File: config.mk
export PLATFORM = sky130hd
export DESIGN_NAME = array_2_ctrl
export DESIGN_NICKNAME = d
export VERILOG_FILES = /design/src/rtl/array_2_ctrl.sv
export SDC_FILE = /design/constraint.sdc
export NUM_CORES = 1
export LEC_CHECK = 0
export CORE_AREA = 2 2 135 137
export CTS_CLUSTER_DIAMETER = 120
export DETAILED_ROUTE_END_ITERATION = 16
export DIE_AREA = 0 0 137 139
export PLACE_DENSITY_LB_ADDON = 0.25
export SYNTH_ARGS = -nofsm -noshare
export SYNTH_HDL_FRONTEND = slang
export SYNTH_SLANG_ARGS = --single-unit
File: constraint.sdc
create_clock -name clock -period 2.4 [get_ports clock]
set_input_delay 0.24 -clock clock [delete_from_list [all_inputs] [get_ports clock]]
set_output_delay 0.24 -clock clock [all_outputs]
set_load 0.02 [all_outputs]
File: src/rtl/array_2_ctrl.sv
// Request-side controller for the 512x4x19 tag/metadata SRAM: post-reset clear sweep,
// write-priority arbitration onto RW0, 1-cycle read response. Option: ARRAY_2_RDATA_HOLD_EN.
module array_2_ctrl #(
    parameter int unsigned SETS     = 512,
    parameter int unsigned WAYS     = 4,
    parameter int unsigned WAY_BITS = 19
) (
    input  logic                          clock,
    input  logic                          reset,
    input  logic                          r_req_valid,
    output logic                          r_req_ready,
    input  logic [$clog2(SETS)-1:0]       r_req_setIdx,
    output logic                          r_resp_valid,
    output logic [WAYS*WAY_BITS-1:0]      r_resp_data,
    input  logic                          w_req_valid,
    output logic                          w_req_ready,
    input  logic [$clog2(SETS)-1:0]       w_req_setIdx,
    input  logic [WAYS*WAY_BITS-1:0]      w_req_data,
    input  logic [WAYS-1:0]               w_req_waymask,
    output logic                          reset_done,
    output logic [$clog2(SETS)-1:0]       RW0_addr,
    output logic                          RW0_en,
    output logic                          RW0_wmode,
    output logic [WAYS*WAY_BITS-1:0]      RW0_wdata,
    output logic [WAYS-1:0]               RW0_wmask,
    input  logic [WAYS*WAY_BITS-1:0]      RW0_rdata
);

    localparam int unsigned AW = $clog2(SETS);
    localparam logic [AW-1:0] LastSet = AW'(SETS - 1);

    typedef enum logic {StClear, StRun} state_t;

    state_t          state_q;
    logic [AW-1:0]   cnt_q;
    logic            resp_valid_q;
    logic            reset_done_q;
    logic            read_fire;

    always_comb begin
        RW0_en      = 1'b0;
        RW0_wmode   = 1'b0;
        RW0_addr    = '0;
        RW0_wdata   = '0;
        RW0_wmask   = '0;
        w_req_ready = !reset && (state_q == StRun);
        r_req_ready = w_req_ready && !w_req_valid;
        read_fire   = r_req_valid && r_req_ready;
        // Port stays idle while reset is held, regardless of the state it is leaving.
        if (!reset) begin
            if (state_q == StClear) begin
                RW0_en    = 1'b1;
                RW0_wmode = 1'b1;
                RW0_addr  = cnt_q;
                RW0_wmask = '1;
            end else if (w_req_valid) begin
                RW0_en    = 1'b1;
                RW0_wmode = 1'b1;
                RW0_addr  = w_req_setIdx;
                RW0_wdata = w_req_data;
                RW0_wmask = w_req_waymask;
            end else if (read_fire) begin
                RW0_en    = 1'b1;
                RW0_addr  = r_req_setIdx;
            end
        end
    end

    always_ff @(posedge clock) begin
        if (reset) begin
            state_q      <= StClear;
            cnt_q        <= '0;
            resp_valid_q <= 1'b0;
            reset_done_q <= 1'b0;
        end else begin
            resp_valid_q <= read_fire;
            if (state_q == StClear) begin
                cnt_q <= cnt_q + 1'b1;
                if (cnt_q == LastSet) begin
                    state_q      <= StRun;
                    reset_done_q <= 1'b1;
                end
            end
        end
    end

    assign r_resp_valid = resp_valid_q;
    assign reset_done   = reset_done_q;

`ifdef ARRAY_2_RDATA_HOLD_EN
    logic [WAYS*WAY_BITS-1:0] hold_q;

    always_ff @(posedge clock) begin
        if (reset) begin
            hold_q <= '0;
        end else if (resp_valid_q) begin
            hold_q <= RW0_rdata;
        end
    end

    assign r_resp_data = resp_valid_q ? RW0_rdata : hold_q;
`else
    assign r_resp_data = RW0_rdata;
`endif

endmodule
Word-level counts from Yosys, hierarchy flattened
Index checks and enable logic that the tools add are counted.
- $add $sub $neg: 1
- multiply operators: 0
- divide/modulo/power cells: 0
- $lt $le $gt $ge: 0
- equality and inequality tests: 1
- shift-type cells: 0
- multiplexer cells: 19
- bitwise gates (word level): 1
- reductions and logical operators: 6
- operators with widths (operator ; number):
    $mux W76 ; 3
    $mux W9 ; 4
    $mux W4 ; 3
    $add A9 B1 Y9 const B ; 1
    $eq A9 B9 Y1 const B ; 1
    $mux W1 ; 9
    $logic_and A1 B1 Y1 ; 3
    $logic_not A1 Y1 ; 2
    $reduce_and A2 Y1 ; 1
    $not A1 Y1 ; 1
- register bits: 12
- bits in latches: 0
- bits in writable memories: 0
- bits in read-only memories: 0
- bits of input ports: 178
- output and inout bits: 171
- logic and storage cells: 32
- memories: 0

Longest topological paths before layout
Gate-level depths: netlist (run 1).
- depth in word-level cells: 8
- gate-level depth with buffers: 6
- depth with buffers taken out: 6

Worst setup path before layout (run 1)
OpenSTA, ideal clock, no wires.
- kind: input-to-output
- start: input reset
- end: output RW0_addr[0]
- data arrival time: 1.436 ns
- required time: 2.160 ns
- path slack: 0.724 ns
- stages: 5
- buffers on the path: 2
- cells stage by stage: clkbuf_1 > and4bb_1 > buf_4 > a22oi_1 > a211oi_1
- word-level cells in the longest chain between the ends: 8
- RTL lines (element ; RTL line ; RTL):
    start, declared ; 9 ; input logic reset,
    $logic_not A1 Y1 ; n/a ;
    $logic_and A1 B1 Y1 ; 46 ; w_req_ready = !reset && (state_q == StRun);
    $logic_and A1 B1 Y1 ; 47 ; r_req_ready = w_req_ready && !w_req_valid;
    $logic_and A1 B1 Y1 ; 48 ; read_fire = r_req_valid && r_req_ready;
    $mux W9 ; 62 ; end else if (read_fire) begin
    $mux W9 ; 56 ; end else if (w_req_valid) begin
    $mux W9 ; 51 ; if (state_q == StClear) begin
    $mux W9 (*) ; 50 ; if (!reset) begin
    end, declared ; 21 ; output logic [$clog2(SETS)-1:0] RW0_addr,
Mark *: on every way between the ends. The rest lies on a longest branch, timed or not.

Worst setup path after layout (run 1)
- start: input w_req_valid
- end: output RW0_wmask[0]
- word-level cells in the longest chain between the ends: 3
- RTL lines (element ; RTL line ; RTL):
    start, declared ; 15 ; input logic w_req_valid,
    $mux W4 ; 56 ;
    $mux W4 ; 51 ;
    $mux W4 ; 50 ;
    end, declared ; 25 ; output logic [WAYS-1:0] RW0_wmask,
No other way between the ends.

==> out/qor.txt, run 1 <==
Final Hold Fails: 0
Final Skew: 0.00112 ns
Top cells by count, synth: 78 x buf_4, 76 x and2_1, 19 x nor2_1, 12 x dfxtp_1, 9 x clkbuf_1
DRC Markers: 0
Clock latency on the worst-skew pair: 0.24 ns
Power Density: 197 nW/µm²
CP endpoint kind: primary output
Global-route wire length before repair: 12400 µm
Core Area: 17700 µm²
Crit path kind: in -> out
Worst path slowest cell: clkdlybuf4s50_1
Number of setup buffers added after CTS: 0
Family with the most delay on the worst path: buffers and inverters
# diodes: 0
Chip Width: 137 µm
Wirelength, routed: 8950 µm
Placer Congestion: 0.732
# clock sinks: 12
Initial drt markers: 33
WP data required: 2.16 ns
Largest net degree at the start of global routing: 77
Mapped Area: 1860 µm²
Final worst-path cycle share: 0.961
Main area contributors after synthesis: buf_4 31%, and2_1 26%, dfxtp_1 13%
Clock Tree Buf Depth: 2
Port bufs: 196
Tightest Pin Transition: 0.318 ns
Hold Path Class: in -> out
Largest area contributor in the netlist: buf_4
Max-Cap Viols: 0
Antenna violations before repair: 2
Crit-path cells: clkdlybuf4s50_1 -> buf_4 -> inv_1 -> buf_4 -> a21o_1 -> a21oi_1 -> clkdlybuf4s50_1
Area after DPL: 3560 µm²
Layout fillers: 1943
Post-synth ARST share: 0
DP Cell Count: 604
Row count: 49
Min Hold Slack: 0.480 ns
Maximum clock frequency: 433 MHz
Arr. time, crit path: 2.07 ns
Yosys reg bits: 12
Reg2Reg Setup Slack: 0.89 ns
Vias per cell: 3.43
Post-synth top area share: 0.315
Post-synth EDFFs: 0
Rel. slew slack: 0.787
VDD IR max: 0.239 mV
Vias: 2085
Synth-to-Final Area Change: 106%
Static leakage: 2.79 nW
Sequential element share of the synthesized area: 0.129
Vias in the first global route: 2165
Worst path buffer plus inverter count: 5
Post-synth top flop: dfxtp_1
Initial core utilization: 0.105
Run status: finished, final reports clean
Delay of the slowest cell on the worst path: 0.64 ns
Final Critical Period: 2.31 ns
Syn Area/Cell: 7.10 µm²
Slew Limit Fails: 0
Non-Filler Instances: 607
Root buffer cell: clkbuf_16
Startpoint types: primary input
Final setup viols: 0
Die Ht: 139 µm
Crit-path max FO: 6
Nets@finish: 560
Post-Syn Nets: 442
Post-DRT Antenna Nets: 0
Average wire per cell in the routed design: 14.7 µm
Post-DP HPWL: 7440 µm
Most frequent cell after synthesis: buf_4
Share of cells above drive strength 1: 0.0450
RSZ-0062 raised after global routing: no
Hold_buf cts: 0
Overall Global Routing Usage: 0.0834
IO Count: 349
Synth warn: 0
Netlist cell types: 31
Gr ovfl total: 0
Inserted Clock Buffers: 3
Design area: 3830 µm²
First drt pass iteration count: 3
H-tree depth: 1
Die area: 19000 µm²
Gate Count Post-Synth: 262
CTS tree: built
[sequential cells by signal, summed over array words and instances, names as in the netlist]
name          count
cnt_q             9
reset_done        1
state_q           1
r_resp_valid      1
[timing repair]
item | CTS | global route
resized for setup | 6 | 79
setup endpoints to repair | 6 | 79
gates cloned | 0 | 0
[path summary, 6_finish.rpt]
path / from / to / cells past startpoint
max: w_req_valid / RW0_wmask[0] / 7
min: RW0_rdata[3] / r_resp_data[3] / 0
max reg2reg: cnt_q[0] / cnt_q[8] / 6
min reg2reg: reset_done / reset_done / 2
[kinds of logic after synthesis]
kind of cell             count (synthesis)  share of synthesized area
AND/OR/NAND/NOR                        113                      0.361
XOR/XNOR                                 4                     0.0188
buffers and inverters                  100                      0.363
AO/OA/AOI/OAI                           29                      0.104
flip-flops                              12                      0.129
multiplexers                             2                     0.0108
adder cells (fa/ha/maj)                  2                     0.0135
[placed cells by master, fill, tap and decap left out, types with 6 or more instances in the layout]
cell / Yosys / layout
and2_1: 76 / 76
clkdlybuf4s50_1: 0 / 111
a211oi_1: 8 / 8
inv_1: 7 / 7
nor2_1: 19 / 19
a22oi_1: 8 / 8
dlygate4sd2_1: 0 / 6
a21oi_1: 8 / 8
buf_4: 78 / 7
dfxtp_1: 12 / 12
dlymetal6s2s_1: 0 / 79
[through the flow]
stage	utilization	power [mW]	setup slack [ns]	setup TNS, ns
finish	0.217	0.754	0.0931	0
global route	0.217	0.793	0.0125	0
CTS	0.206	0.767	0.00292	0
detailed placement	0.202	0.460	-0.0372	-0.0581
global placement	0.202	0.462	0.000466	0
floorplan	-	0.442	0.724	0
[layout make-up]
type                       count  area, µm²  share of cell area
multi-input combinational    150        951               0.248
inverter                       8       30.0             0.00785
sequential                    12        240              0.0628
tap                          229        287              0.0749
clock buffer                   3       75.1              0.0196
timing repair buffer         205       2240               0.586
[per-layer routing]
layer / global-route usage / vias up / share of wire
met5: 0 / - / 0.0015
met4: 0.0239 / 2 / 0.030
met3: 0.0355 / 34 / 0.12
met2: 0.134 / 134 / 0.45
met1: 0.101 / 925 / 0.40
li1: - / 990 / -
[worst reg2reg max path, stage by stage, from the launching register on]
cell and delay, ns:
dfxtp_1 0.42, ha_1 0.27, nand2_1 0.07, nor3_1 0.19, ha_1 0.28, mux2i_1 0.12, nor2_1 0.05
[power by group]
part / internal, mW / switching, mW
sequential: 0.205 / 0.00673
clock: 0.217 / 0.0828
combinational: 0.175 / 0.0679
No activity file was read; power rests on OpenSTA's default activity.
==> run 2, diff against run 1 <==
- CTS_CLUSTER_SIZE: not set -> 20
==> results of run 2 <==
Same layout as run 1: the final DEF is identical, and so are final timing and power.
==> run 3, diff against run 2 <==
- CTS_CLUSTER_SIZE: 20 -> not set
==> results of run 3 <==
Same layout as run 1: the final DEF is identical, and so are final timing and power.
